==> config.mk <==
export PLATFORM = sky130hd
export DESIGN_NAME = idli_sqi_arb_m_flat
export DESIGN_NICKNAME = d
export VERILOG_FILES = /design/src/rtl/idli_sqi_arb_m_if.sv /design/src/rtl/idli_sqi_arb_m.sv /design/src/flat_wrapper.sv
export SDC_FILE = /design/constraint.sdc
export NUM_CORES = 1
export LEC_CHECK = 0
export BUFFER_PORTS_ARGS = -buffer_cell sky130_fd_sc_hd__clkbuf_2
export CAP_MARGIN = 10
export CORE_ASPECT_RATIO = 2
export CORE_MARGIN = 2
export CORE_UTILIZATION = 45
export CTS_CLUSTER_DIAMETER = 30
export DETAILED_ROUTE_END_ITERATION = 12
export PLACE_DENSITY = 0.72
export SYNTH_ARGS = -nofsm -noshare
export SYNTH_HDL_FRONTEND = slang
export SYNTH_SLANG_ARGS = --single-unit
==> constraint.sdc <==
create_clock -name i_arb_gck -period 1.98 [get_ports i_arb_gck]
set_clock_uncertainty 0.2 [all_clocks]
set_input_delay 0.396 -clock i_arb_gck [delete_from_list [all_inputs] [get_ports i_arb_gck]]
set_output_delay 0.396 -clock i_arb_gck [all_outputs]
set_load 0.05 [all_outputs]
==> src/rtl/idli_sqi_arb_m_if.sv <==
// idli_sqi_arb_m_if: request/grant and SQI nibble bus between core requesters, arbiter and SQI controller
// slave modport: arbiter view (requests and memory nibbles in, grants/done/read word/nibbles out)
// master modport: core/controller view (the mirror image)
interface idli_sqi_arb_m_if #(parameter int NIBBLES = 4);
  localparam int W = 4 * NIBBLES;
  logic         i_arb_f_req;
  logic [W-1:0] i_arb_f_addr;
  logic         o_arb_f_gnt;
  logic         o_arb_f_done;
  logic         i_arb_d_req;
  logic         i_arb_d_wr;
  logic [W-1:0] i_arb_d_addr;
  logic [W-1:0] i_arb_d_wdata;
  logic         o_arb_d_gnt;
  logic         o_arb_d_done;
  logic [W-1:0] o_arb_rdata;
  logic         o_arb_mem_busy;
  logic         o_arb_mem_rd;
  logic [3:0]   o_arb_mem_data;
  logic [3:0]   i_arb_mem_data;
  logic         i_arb_mem_step;
  modport slave (
    input  i_arb_f_req, i_arb_f_addr, i_arb_d_req, i_arb_d_wr, i_arb_d_addr, i_arb_d_wdata,
           i_arb_mem_data, i_arb_mem_step,
    output o_arb_f_gnt, o_arb_f_done, o_arb_d_gnt, o_arb_d_done, o_arb_rdata,
           o_arb_mem_busy, o_arb_mem_rd, o_arb_mem_data
  );
  modport master (
    output i_arb_f_req, i_arb_f_addr, i_arb_d_req, i_arb_d_wr, i_arb_d_addr, i_arb_d_wdata,
           i_arb_mem_data, i_arb_mem_step,
    input  o_arb_f_gnt, o_arb_f_done, o_arb_d_gnt, o_arb_d_done, o_arb_rdata,
           o_arb_mem_busy, o_arb_mem_rd, o_arb_mem_data
  );
endinterface

==> src/rtl/idli_sqi_arb_m.sv <==
// idli_sqi_arb_m: arbitrates fetch/data requesters onto the SQI port and sequences address and data nibbles
// i_arb_gck: core clock; i_arb_rst: asynchronous active-high reset
// arb: request/grant/done per requester, shared read word, nibble bus to the SQI controller
module idli_sqi_arb_m #(
  parameter bit DATA_PRIO = 1'b0,
  parameter int NIBBLES   = 4
) (
  input logic              i_arb_gck,
  input logic              i_arb_rst,
  idli_sqi_arb_m_if.slave  arb
);
  localparam int W  = 4 * NIBBLES;
  localparam int CW = NIBBLES > 1 ? $clog2(NIBBLES) : 1;
  localparam logic [CW-1:0] LAST = CW'(NIBBLES - 1);
  localparam logic [1:0] IDLE = 2'd0, ADDR = 2'd1, DATA = 2'd2, DONE = 2'd3;
  logic [1:0]    state;
  logic          own_d;
  logic          last_d;
  logic          wr;
  logic [CW-1:0] cnt;
  logic [W-1:0]  sh;
  logic [W-1:0]  wdata;
  logic [W-1:0]  rdata;
  logic          pick_d;
  logic          busy;
  logic          step_last;
  // D wins a tie under data priority, otherwise whoever was not served last
  assign pick_d    = arb.i_arb_d_req & (~arb.i_arb_f_req | DATA_PRIO | ~last_d);
  assign step_last = arb.i_arb_mem_step & (cnt == LAST);
  // sh holds the outgoing nibbles MSB-first: address first, then write data
  always_ff @(posedge i_arb_gck or posedge i_arb_rst) begin
    if (i_arb_rst) begin
      state  <= IDLE;
      own_d  <= 1'b0;
      last_d <= 1'b1;
      wr     <= 1'b0;
      cnt    <= '0;
      sh     <= '0;
      wdata  <= '0;
      rdata  <= '0;
    end else begin
      case (state)
        IDLE: if (arb.i_arb_f_req | arb.i_arb_d_req) begin
          state <= ADDR;
          own_d <= pick_d;
          wr    <= pick_d & arb.i_arb_d_wr;
          sh    <= pick_d ? arb.i_arb_d_addr : arb.i_arb_f_addr;
          wdata <= arb.i_arb_d_wdata;
          cnt   <= '0;
        end
        ADDR: if (arb.i_arb_mem_step) begin
          cnt   <= step_last ? '0 : cnt + 1'b1;
          sh    <= step_last ? wdata : sh << 4;
          state <= step_last ? DATA : ADDR;
        end
        DATA: if (arb.i_arb_mem_step) begin
          cnt   <= step_last ? '0 : cnt + 1'b1;
          sh    <= sh << 4;
          rdata <= wr ? rdata : W'({rdata, arb.i_arb_mem_data});
          state <= step_last ? DONE : DATA;
        end
        DONE: begin
          last_d <= own_d;
          state  <= IDLE;
        end
      endcase
    end
  end
  assign busy               = state != IDLE;
  assign arb.o_arb_mem_busy = busy;
  assign arb.o_arb_f_gnt    = busy & ~own_d;
  assign arb.o_arb_d_gnt    = busy & own_d;
  assign arb.o_arb_f_done   = (state == DONE) & ~own_d;
  assign arb.o_arb_d_done   = (state == DONE) & own_d;
  assign arb.o_arb_mem_rd   = busy & ~wr;
  assign arb.o_arb_mem_data = (state == ADDR || (state == DATA && wr)) ? sh[W-1 -: 4] : 4'h0;
  assign arb.o_arb_rdata    = rdata;
endmodule

==> src/flat_wrapper.sv <==
// flat-port wrapper written by rule: the top's interface ports become plain ports
module idli_sqi_arb_m_flat 
#(
  parameter bit DATA_PRIO = 1'b0,
  parameter int NIBBLES   = 4
)
  (i_arb_gck, i_arb_rst, arb_i_arb_f_req, arb_i_arb_f_addr, arb_i_arb_d_req, arb_i_arb_d_wr, arb_i_arb_d_addr, arb_i_arb_d_wdata, arb_i_arb_mem_data, arb_i_arb_mem_step, arb_o_arb_f_gnt, arb_o_arb_f_done, arb_o_arb_d_gnt, arb_o_arb_d_done, arb_o_arb_rdata, arb_o_arb_mem_busy, arb_o_arb_mem_rd, arb_o_arb_mem_data);
  idli_sqi_arb_m_if #(.NIBBLES(NIBBLES)) arb_i ();
  input logic i_arb_gck;
  input logic i_arb_rst;
  input wire logic [$bits(arb_i.i_arb_f_req)-1:0] arb_i_arb_f_req;
  input wire logic [$bits(arb_i.i_arb_f_addr)-1:0] arb_i_arb_f_addr;
  input wire logic [$bits(arb_i.i_arb_d_req)-1:0] arb_i_arb_d_req;
  input wire logic [$bits(arb_i.i_arb_d_wr)-1:0] arb_i_arb_d_wr;
  input wire logic [$bits(arb_i.i_arb_d_addr)-1:0] arb_i_arb_d_addr;
  input wire logic [$bits(arb_i.i_arb_d_wdata)-1:0] arb_i_arb_d_wdata;
  input wire logic [$bits(arb_i.i_arb_mem_data)-1:0] arb_i_arb_mem_data;
  input wire logic [$bits(arb_i.i_arb_mem_step)-1:0] arb_i_arb_mem_step;
  output wire logic [$bits(arb_i.o_arb_f_gnt)-1:0] arb_o_arb_f_gnt;
  output wire logic [$bits(arb_i.o_arb_f_done)-1:0] arb_o_arb_f_done;
  output wire logic [$bits(arb_i.o_arb_d_gnt)-1:0] arb_o_arb_d_gnt;
  output wire logic [$bits(arb_i.o_arb_d_done)-1:0] arb_o_arb_d_done;
  output wire logic [$bits(arb_i.o_arb_rdata)-1:0] arb_o_arb_rdata;
  output wire logic [$bits(arb_i.o_arb_mem_busy)-1:0] arb_o_arb_mem_busy;
  output wire logic [$bits(arb_i.o_arb_mem_rd)-1:0] arb_o_arb_mem_rd;
  output wire logic [$bits(arb_i.o_arb_mem_data)-1:0] arb_o_arb_mem_data;
  assign arb_i.i_arb_f_req = arb_i_arb_f_req;
  assign arb_i.i_arb_f_addr = arb_i_arb_f_addr;
  assign arb_i.i_arb_d_req = arb_i_arb_d_req;
  assign arb_i.i_arb_d_wr = arb_i_arb_d_wr;
  assign arb_i.i_arb_d_addr = arb_i_arb_d_addr;
  assign arb_i.i_arb_d_wdata = arb_i_arb_d_wdata;
  assign arb_i.i_arb_mem_data = arb_i_arb_mem_data;
  assign arb_i.i_arb_mem_step = arb_i_arb_mem_step;
  assign arb_o_arb_f_gnt = arb_i.o_arb_f_gnt;
  assign arb_o_arb_f_done = arb_i.o_arb_f_done;
  assign arb_o_arb_d_gnt = arb_i.o_arb_d_gnt;
  assign arb_o_arb_d_done = arb_i.o_arb_d_done;
  assign arb_o_arb_rdata = arb_i.o_arb_rdata;
  assign arb_o_arb_mem_busy = arb_i.o_arb_mem_busy;
  assign arb_o_arb_mem_rd = arb_i.o_arb_mem_rd;
  assign arb_o_arb_mem_data = arb_i.o_arb_mem_data;
  idli_sqi_arb_m #(.DATA_PRIO(DATA_PRIO), .NIBBLES(NIBBLES)) u_core (.i_arb_gck(i_arb_gck), .i_arb_rst(i_arb_rst), .arb(arb_i));
endmodule
==> summary.md <==
The first detailed-routing pass took 4 iterations. Synthesis handed over a netlist of 236 instances. Setup violations remaining at the end of the flow were counted as 7.

The core region is 6006 um^2. The die span in x is 59.52 um, and the flop-to-flop setup slack is 10 ps. Subtracting the final worst setup slack from the clock period gives 2045 ps. The logs give 55 for the sink count of the clock tree and 394 for the final net count.

Setup repair after global routing could not meet its margin everywhere. The tools report the end point of the most critical hold path as u_core.wdata[3]$_DFFE_PP0P_. The initial antenna violation count is 0.

Number of slew-limit violations in the final report: 0. After layout, the worst path uses 103.3% of the clock period. For the number of endpoints with negative hold slack in the final report, the log shows 0.

The critical path is of the flop to output port type. The synthesized area per cell is 11.75 um^2. After detailed routing, the number of remaining DRC violations is 0.

The run gives 1450 ps as the critical path data arrival time. The post-synthesis cell type count was 36. Compared with the post-synthesis result, the final layout area differs by 34.91%.

The logs give 3.712% for the met3 capacity usage during global routing and 0 for the synthesis warning total. The startpoint identified for the worst hold timing path is arb_i_arb_d_wdata[3]. VDD sags by at most 0.8681 mV. In the global route stage, met2 resource usage came out at 32.82%.

The number of cells on the worst reg-to-reg path is 5. The tools report the number of levels the H-tree was split into as 2. At the end of routability-driven placement, the weighted congestion stood at 0.7716. The synthesized design contains 55 register bits. Dividing the detail-routed via count by the number of cells gives 5.546. The startpoint of the worst register-to-register path is u_core.state[0]$_DFFE_PP0P_.

In this run the remaining antenna-violating nets after routing total 0. sky130_fd_sc_hd__dfrtp_1 takes more of the synthesized area than any other cell. The count of inserted antenna diode cells is 0, and the initial standard-cell utilization of the core is 46.19%.

Across all hold checks on the routed design, the worst slack comes to 130.3 ps. Dividing the detail-routed wire length by the instance count gives 16.86 um. The launching element type of the critical path is a flop. The clock reaches the later pin of the worst-skew pair after 290 ps.

The share of synthesized area in the top cell type comes to 48.71%. The pin count of the biggest net entering global routing was 37. The count of input and output buffers came out at 83.

The share of synthesized area occupied by flip-flops and latches is 49.66%, and the placed standard-cell area is 3317 um^2. The met1 track demand over resource in global routing was 24.72%; the ratio of cells with drive above 1 in the final layout was 50.76%. Cell area after layout: 3742 um^2. The most used routing layer was met2. The overall track demand over capacity in global routing is 19.94%, and the number of buffers on the longest clock path is 2.

The global-route wire length before repair was 10180 um; the power per cell area was 1551 nW/um^2. The run gives -65.37 ps as the least setup slack across all paths after layout. The logs give 300 for the net count of the mapped netlist and 0.4889 GHz for the fmax. At the pin with the least slew margin, the transition time is 436.0 ps.

For the final wirelength, the log shows 6643 um. Measured against its own limit, the worst slew margin works out to 70.89%. In this run the worst path has a maximum fanout of 6. The total number of vias is 2185.

The floorplan step defined a die boundary enclosing 6846 um^2. The sum of overflow across all layers after global routing is 0. Yosys attributes the largest share of cell area to sky130_fd_sc_hd__dfrtp_1 49%, sky130_fd_sc_hd__mux2_2 13%, sky130_fd_sc_hd__a21o_1 3.5%. The filler cell count in the final layout is 495, and the number of global-route vias before repair is 2174. The initialized floorplan defines 40 standard-cell rows. TritonCTS built the clock tree.

The analysis attributes to cell leakage a power of 1.845 nW. The floorplan step set the die height to 115.0 um. STA puts the critical path data required time at 1380 ps. Capture point of the worst reg-to-reg path: u_core.sh[0]$_DFFE_PP0P_. The class of the tightest hold or removal check was primary input to flop. The logs give 0 for the count of maximum capacitance violations and 2774 um^2 for the combined area of all synthesized cells. STA classifies the critical path endpoint as an output port. The CTS buffer count was 5. The buffer type at the clock tree root is sky130_fd_sc_hd__clkbuf_16. The checks that failed: setup timing. The HPWL after detailed placement is 4537 um. After clock tree synthesis, the clock-pin slew on the worst setup and hold paths is 70 ps.

Pin placement for this block handled 84 I/O pins. The detailed router's first-iteration violation count was 90; the number of stages on the worst hold path was 2. The run finished, with violations left.
-- layout make-up --
cell class	count	area [um^2]	share of cell area (%)
timing repair buffer	101	711.9	19.02
multi-input combinational	160	1366	36.51
inverter	7	31.28	0.8358
clock inverter	2	35.03	0.9361
sequential	55	1380	36.88
clock buffer	6	138.9	3.711
tap	63	78.83	2.106
-- through the flow --
step                total power, mW  std cells  setup TNS [ps]  util, %  worst slack, ps
floorplan                     3.762        236          -691.4        -           -127.3
global placement              4.314        380               0    55.23            9.120
detailed placement            4.386        380          -501.6    55.23           -67.69
CTS                           5.671        392          -551.3    60.56           -119.9
global route                  6.156        394           -1271    62.31           -113.8
finish                        5.806        394          -243.1    62.31           -65.37
-- registers in the layout (all words and copies together) (netlist names), named ones only --
register and flops:
u_core.wdata 16, u_core.wr 1, u_core.last_d 1, u_core.cnt 2, u_core.own_d 1, u_core.sh 16, u_core.arb.o_arb_rdata 16, u_core.state 1
-- report_power, final --
part / leakage (nW) / internal (mW) / switching, mW
sequential: 0.696 / 1.57 / 0.298
combinational: 1.06 / 1.34 / 1.57
clock: 0.0868 / 0.629 / 0.391
total: 1.85 / 3.54 / 2.26
-- metal layers --
layer | vias up | share of wire (%) | wire length, um
met4 | 0 | 2.9 | 195
li1 | 1050 | - | -
met1 | 1054 | 40 | 2638
met2 | 69 | 53 | 3492
met5 | - | 0 | 0
met3 | 12 | 4.8 | 317
-- synthesized netlist by cell type, drive strengths merged --
cell type and instances:
a221oi 11, o31ai 12, ha 6, a21o 13
nor2 4, o211ai 1, mux2 38, and3 1
a31oi 2, or3b 1, nand2b 2, o2bb2ai 1
nand2 18, dfstp 1, nand4b 1, a21oi 15
inv 7, a21boi 1, clkbuf 6, nor2b 6
nand3 5, a22o 2, dfrtp 54, o21ai 12
nand3b 1, and2 1, mux2i 4, and2b 1
buf 9
-- worst max-delay path: stages, from the launching register on --
cell and delay (ps):
sky130_fd_sc_hd__dfrtp_2 450, sky130_fd_sc_hd__inv_4 100, sky130_fd_sc_hd__ha_4 140, sky130_fd_sc_hd__buf_6 120, sky130_fd_sc_hd__and2b_1 190, sky130_fd_sc_hd__buf_8 150
-- cells in the final DEF (no fill, tap or decap), drive strengths merged --
cell and instances:
clkbuf 84, dfrtp 54, mux2 38, buf 22, nand2 18, a21oi 15, a21o 13, o31ai 12
o21ai 12, a221oi 11, inv 7, nor2b 6, ha 6, nand3 5, mux2i 4, nor2 4
nand2b 2, a31oi 2, a22o 2, o211ai 2, a21boi 1, and3 1, or3b 1, and2b 1
and2 1, nand3b 1, o2bb2ai 1, nand4b 1, bufinv 1, clkinv 1, dlygate4sd3 1, dfstp 1
-- logic make-up (layout without fill, tap and decap cells) --
family	Yosys count	in the layout	synth area share (%)
compound gates	70	71	18.22
fa+ha+maj	6	6	2.706
buf+inv	22	116	4.601
flops	55	55	49.66
mux	42	42	17.41
simple gates	41	41	7.397
-- how the worst max path moves through the flow --
stage | from | end | slack [ps] | cells after the start
global placement | flop | u_core.sh[9]$_DFFE_PP0P_ | 9 | 5
finish | u_core.state[0]$_DFFE_PP0P_ | arb_o_arb_d_gnt | -70 | 5
floorplan | u_core.state[0]$_DFFE_PP0P_ | arb_o_arb_mem_data[0] | -130 | 4
global route | u_core.state[0]$_DFFE_PP0P_ | arb_o_arb_mem_data[2] | -110 | 5
detailed placement | flop | u_core.sh[14]$_DFFE_PP0P_ | -70 | 5
CTS | u_core.state[0]$_DFFE_PP0P_ | arb_o_arb_mem_data[0] | -120 | 5
-- repair_timing --
action                                  4_1_cts  5_1_grt
cloned                                        0        2
hold endpoints to repair                     18        0
endpoints found under the setup margin       25       42
pin swaps                                     2        0
setup buffers                                 3        1
hold buffers                                  1        0
gates resized for setup                      29       20
(Power assumes the default switching activity.)
